===== src/rtl/writeback_stage.sv =====
// MEM/WB pipeline register, result select and retired-instruction counter.
// Optional macro WB_LOAD_EXT_EN enables load-data alignment and sign/zero extension.
module writeback_stage #(
    parameter int W  = 32,
    parameter int AW = 5
) (
    input  logic          clk,
    input  logic          rst,
    input  logic          stallW,
    input  logic          flushW,
    input  logic          ValidM,
    input  logic          RegWriteM,
    input  logic [2:0]    ResultSrcM,
    input  logic [2:0]    Funct3M,
    input  logic [AW-1:0] RdM,
    input  logic [W-1:0]  ALUResultM,
    input  logic [W-1:0]  ReadDataM,
    input  logic [W-1:0]  PCPlus4M,
    input  logic [W-1:0]  ImmExtM,
    output logic [W-1:0]  ResultW,
    output logic [AW-1:0] RdW,
    output logic          RegWriteW,
    output logic          ValidW,
    output logic [63:0]   InstretW
);

    localparam int OW = $clog2(W / 8);

    logic          valid_q;
    logic          regwrite_q;
    logic [2:0]    src_q;
    logic [2:0]    funct3_q;
    logic [AW-1:0] rd_q;
    logic [W-1:0]  alu_q;
    logic [W-1:0]  rdata_q;
    logic [W-1:0]  pc4_q;
    logic [W-1:0]  imm_q;
    logic [63:0]   instret_q;
    logic [W-1:0]  load_data;

    always_ff @(posedge clk or posedge rst) begin
        if (rst) begin
            valid_q    <= 1'b0;
            regwrite_q <= 1'b0;
            src_q      <= '0;
            funct3_q   <= '0;
            rd_q       <= '0;
            alu_q      <= '0;
            rdata_q    <= '0;
            pc4_q      <= '0;
            imm_q      <= '0;
            instret_q  <= '0;
        end else begin
            // The instruction sitting in WB retires when it is allowed to move on.
            if (valid_q && !stallW && !flushW)
                instret_q <= instret_q + 64'd1;
            if (flushW) begin
                valid_q    <= 1'b0;
                regwrite_q <= 1'b0;
            end else if (!stallW) begin
                valid_q    <= ValidM;
                regwrite_q <= RegWriteM;
                src_q      <= ResultSrcM;
                funct3_q   <= Funct3M;
                rd_q       <= RdM;
                alu_q      <= ALUResultM;
                rdata_q    <= ReadDataM;
                pc4_q      <= PCPlus4M;
                imm_q      <= ImmExtM;
            end
        end
    end

`ifdef WB_LOAD_EXT_EN
    logic [W-1:0] aligned;

    always_comb begin
        aligned = rdata_q >> {alu_q[OW-1:0], 3'b000};
        case (funct3_q)
            3'b000:  load_data = W'($signed(aligned[7:0]));
            3'b001:  load_data = W'($signed(aligned[15:0]));
            3'b010:  load_data = W'($signed(aligned[31:0]));  // identity when W=32
            3'b100:  load_data = W'(aligned[7:0]);
            3'b101:  load_data = W'(aligned[15:0]);
            3'b110:  load_data = W'(aligned[31:0]);
            default: load_data = aligned;
        endcase
    end
`else
    logic unused_ext;
    assign unused_ext = ^funct3_q;
    assign load_data  = rdata_q;
`endif

    always_comb begin
        case (src_q)
            3'b001:  ResultW = load_data;
            3'b010:  ResultW = pc4_q;
            3'b011:  ResultW = imm_q;
            default: ResultW = alu_q;
        endcase
    end

    assign RdW       = rd_q;
    assign ValidW    = valid_q;
    assign RegWriteW = regwrite_q && valid_q && (rd_q != '0);
    assign InstretW  = instret_q;

endmodule


===== config.mk =====
export PLATFORM = sky130hd
export DESIGN_NAME = writeback_stage
export DESIGN_NICKNAME = d
export VERILOG_FILES = /design/src/rtl/writeback_stage.sv
export SDC_FILE = /design/constraint.sdc
export NUM_CORES = 1
export LEC_CHECK = 0
export CAP_MARGIN = 20
export CORE_MARGIN = 8
export CORE_UTILIZATION = 30
export DETAILED_ROUTE_END_ITERATION = 12
export GPL_ROUTABILITY_DRIVEN = 0
export SETUP_SLACK_MARGIN = 0.15
export SYNTH_ARGS = -nofsm -noshare
export SYNTH_HDL_FRONTEND = slang
export SYNTH_SLANG_ARGS = --single-unit
export TNS_END_PERCENT = 1

===== constraint.sdc =====
create_clock -name clk -period 16.03 [get_ports clk]
set_input_delay 4.0075 -clock clk [delete_from_list [all_inputs] [get_ports clk]]
set_output_delay 4.0075 -clock clk [all_outputs]
set_load 0.01 [all_outputs]

Yosys cells after proc, flatten, opt, wreduce, memory -nomap -nowiden. Index checks and enable logic that the tools add are counted. W data, S select, Z words.

Input bits: 145. Logic and storage cells: 29. Register bits after elaboration: 202. Output and inout port bits: 103.

Muxes and demuxes: 5. Add/sub/neg operators: 1. Reduce and logical (&&, ||, !) cells: 8. Equality and inequality tests: 4. Bitwise operators: 2.

Operators by type and width (number): $pmux W32 S3 (1); $add A64 B1 Y64 const B (1); $eq A3 B2 Y1 const B (2); $reduce_bool A5 Y1 (1); $logic_and A1 B1 Y1 (4); $mux W1 (4); $eq A3 B1 Y1 const B (1); $logic_not A1 Y1 (2); $ne A2 B1 Y1 const B (1); $not A1 Y1 (2); $reduce_and A2 Y1 (1).

Longest topological paths before layout.
Depth in word-level cells: 3. Mapped depth: 7. Mapped depth without buffers: 6.

Least setup slack after synthesis. OpenSTA, ideal clock, no wires.

Path type: reg2out. Start: reg src_q[0]. End: out ResultW[15]. Data arrival time: 1.620 ns. Slack: 10.403 ns. Buffers on the path: 3. Required time: 12.022 ns. Cell stages (with the launch flop): 7. Cell sequence: dfrtp_1 > clkbuf_1 > nor2b_1 > clkbuf_1 > buf_1 > a21oi_1 > o21ai_0.

Longest elaborated chain between the ends: 2. Elaborated cells on any way between the ends: 4. Classes of those cells: 3 x eq/ne; 1 x mux.

Ends and longest elaborated chain: start, declared (RTL line 31) `logic [2:0] src_q;`; start signal, assigned (RTL line 63) `src_q <= ResultSrcM;`; $eq A3 B2 Y1 or $eq A3 B1 Y1 (tied branches) (RTL line 96) `case (src_q)`; $pmux W32 S3 (*) (RTL line 96); end, declared (RTL line 20) `output logic [W-1:0] ResultW,`.

Every way passes the cells marked *; elsewhere a longest branch is shown, timed or not.

Worst setup path in the final report.
Start: reg src_q[0]. End: out ResultW[27].

Same word-level chain as after synthesis.

==> results.md <==
* Clock sinks at 202
* CTS Buffer Depth at 3
* Min Tclk post-route at 7.33 ns
* Commonest non-fill, non-tap cells in the layout: clkdlybuf4s50_1, dfrtp_1, mux2_2
* Post-CTS Resized at 0
* Net count after synthesis at 890
* # diodes at 0
* Via count at 6809
* Avg Inst Size Synth at 12.4 um^2
* Tcrit/Tclk final at 0.457
* Detailed placement HPWL at 18500 um
* Max-capacitance violation count at 0
* WL met1 at 11500 um
* Layout cells sized above 1 at 0.227
* Worst path most repeated cell: buf_4
* Highest Signal Layer: met5
* Slew margin rel. at 0.339
* CP Max Fanout at 54
* Layout Nets at 1135
* Cell breakdown of the critical path: buf_4, nor2b_1, buf_4, a21oi_1, o21ai_0, clkdlybuf4s50_1
* Buffers on Ports at 244
* Max-slew violations at 0
* Arrival time worst endpoint at 3.32 ns
* Initial detailed-routing violation count at 264
* PD cells at 110 mW/mm^2
* Crit path kind: flip-flop to primary output
* GRT Util Overall at 0.146
* RSZ-0062 raised after global routing: false
* Die height at 191 um
* Final hold vios at 0
* R2r worst-path depth at 6
* P&R area growth vs syn at 39.9%
* Post-CTS Hold Buffers at 0
* Antenna Nets Post-Route at 0
* Slew @ Worst Pin at 0.991 ns
* Std-Cell Rows at 64
* Commonest non-fill, non-tap cell in the layout: clkdlybuf4s50_1
* # H-tree levels at 1
* CP max-delay cell: clkdlybuf4s50_1
* Worst hold slack at 0.475 ns
* Avg WL per Cell at 19.2 um
* Overflow after GRT at 0
* Via-per-instance ratio at 4.86
* Total die area at 0.0365 mm^2
* Cells after Synth at 744
* Sequential cell area fraction in the yosys report at 0.550
* Filler Cells Inserted at 2895
* DR pass1 iterations at 4
* Hold Path Cell Cnt at 1
* Worst hold-check path type: flip-flop to flip-flop
* Number of remaining DRC errors at 0
* Num CTS Buffers at 25
* CP Launch Type: flip-flop
* Wire length on met2 at 12000 um
* YS warnings at 0
* CP required at 12.02 ns
* Root Buffer: clkbuf_16
* Chip Width at 191 um
* VDD IR-drop max at 0.0625 mV
* Largest net degree at the start of global routing at 132
* Leakage at 5.21 nW
* Initial core utilization at 0.303
* Setup TNS at 0 ns
* Post-Syn Area at 0.00920 mm^2
* Post-Route Utilization at 0.424
* Max Clk Rate at 0.136 GHz
* Post-CTS Setup Inserts at 0
* WL final at 26900 um
* First-pass GRT wire length at 42700 um
* CTS tree: built
* Post-synth cell types at 33
* Later-pin clock latency in the skew report at 0.53 ns
* Initial antenna violation count at 2
* Met3 wire len at 2980 um
* Setup violations, final at 0
* Worst Setup End Kind: primary output
* Vias in the first global route at 7233
* Seq cells post-synth at 202
* Clock skew at 0.0111 ns
* # IOs at 248
* CORE AREA at 0.0303 mm^2
* Crit-path max cell delay at 0.63 ns
* Clk slew on worst S/H paths at 0.06 ns
* Status: finished, final reports clean
path summary, 6_finish.rpt:
path | from | end | slack, ns
hold / removal | InstretW[63]$_DFFE_PP0P_ | InstretW[63]$_DFFE_PP0P_ | 0.48
max in group asynchronous | rst | alu_q[17]$_DFFE_PP0P_ | 10.51
min in group asynchronous | rst | InstretW[47]$_DFFE_PP0P_ | 4.05
setup / recovery | src_q[0]$_DFFE_PP0P_ | ResultW[27] | 8.70
setup reg to reg | InstretW[0]$_DFFE_PP0P_ | InstretW[58]$_DFFE_PP0P_ | 13.69
hold reg to reg | InstretW[63]$_DFFE_PP0P_ | InstretW[63]$_DFFE_PP0P_ | 0.48
cell type report:
cell class	count	area, um^2	area share
clock inverters	6	66.3	0.00516
multi-input cells	501	3990	0.311
inverters	5	26.3	0.00204
well taps	396	495	0.0385
repair buffers	254	2520	0.196
flip-flops and latches	202	5060	0.393
clock buffers	38	704	0.0548
sequential cells by signal (all words and copies together), names as in the netlist:
signal / count
imm_q: 32
pc4_q: 32
InstretW: 64
RdW: 5
src_q: 3
load_data: 32
regwrite_q: 1
ValidW: 1
alu_q: 32
metrics by stage:
| stage | power, mW | instances | cell area (um^2) | setup slack [ns] |
|---|---|---|---|---|
| 2_1_floorplan | 0.749 | 744 | 9200 | 6.51 |
| 3_3_place_gp | 0.891 | 1358 | 12100 | 9.18 |
| 3_5_place_dp | 0.896 | 1358 | 12100 | 9.17 |
| 4_1_cts | 1.45 | 1402 | 12900 | 8.60 |
| 5_1_grt | 1.50 | 1402 | 12900 | 8.51 |
| 6_report | 1.42 | 1402 | 12900 | 8.70 |
logic make-up after synthesis:
family                   after synthesis  share of synthesized area
flip-flops                           202                      0.550
AO/OA/AOI/OAI                         85                     0.0558
buffers and inverters                 41                     0.0167
multiplexers                         171                      0.209
XOR/XNOR                              63                     0.0600
adder cells (fa/ha/maj)                1                    0.00136
AND/OR/NAND/NOR                      181                      0.107
Yosys cell counts:
cell	n	share of area
nand3_2	1	0.0011
xnor2_1	35	0.033
nand3_1	20	0.011
and3_1	5	0.0034
nor4_4	1	0.0023
nand4bb_1	2	0.0024
nor3_2	2	0.0022
nor2_1	19	0.0078
o21bai_1	1	0.00082
nor2b_1	22	0.015
or2_1	1	0.00068
or3_1	2	0.0014
and2_1	1	0.00068
o21ai_0	32	0.017
inv_1	5	0.0020
and4_1	2	0.0019
or2_2	2	0.0014
dfrtp_1	202	0.55
o311a_1	1	0.0011
mux2i_1	2	0.0022
nor4_1	4	0.0027
a21oi_1	19	0.010
nand2_1	50	0.020
ha_1	1	0.0014
clkbuf_1	32	0.013
nand4_1	19	0.013
nand4_2	2	0.0027
xor2_1	28	0.027
mux2_2	169	0.21
nor4_2	4	0.0054
a22oi_1	32	0.026
nor3_1	22	0.012
buf_1	4	0.0016
power by group:
group / internal (mW) / leakage, nW / switching, mW
combinational: 0.163 / 2.33 / 0.121
clock: 0.318 / 0.377 / 0.220
sequential: 0.565 / 2.51 / 0.0318
total: 1.05 / 5.21 / 0.374
layer usage:
metal | GRT usage | up-vias
li1 | - | 3150
met1 | 0.186 | 3416
met2 | 0.227 | 201
met3 | 0.0660 | 38
met4 | 0.0261 | 4
met5 | 0 | -
worst max-delay path: cells and delay by family, from the launching register on:
family | cells | cell delay, ns
flip-flops | 1 | 0.34
AO/OA/AOI/OAI | 2 | 0.38
buffers and inverters | 3 | 1.55
AND/OR/NAND/NOR | 1 | 0.51
Power figures use the tool's default switching activity.
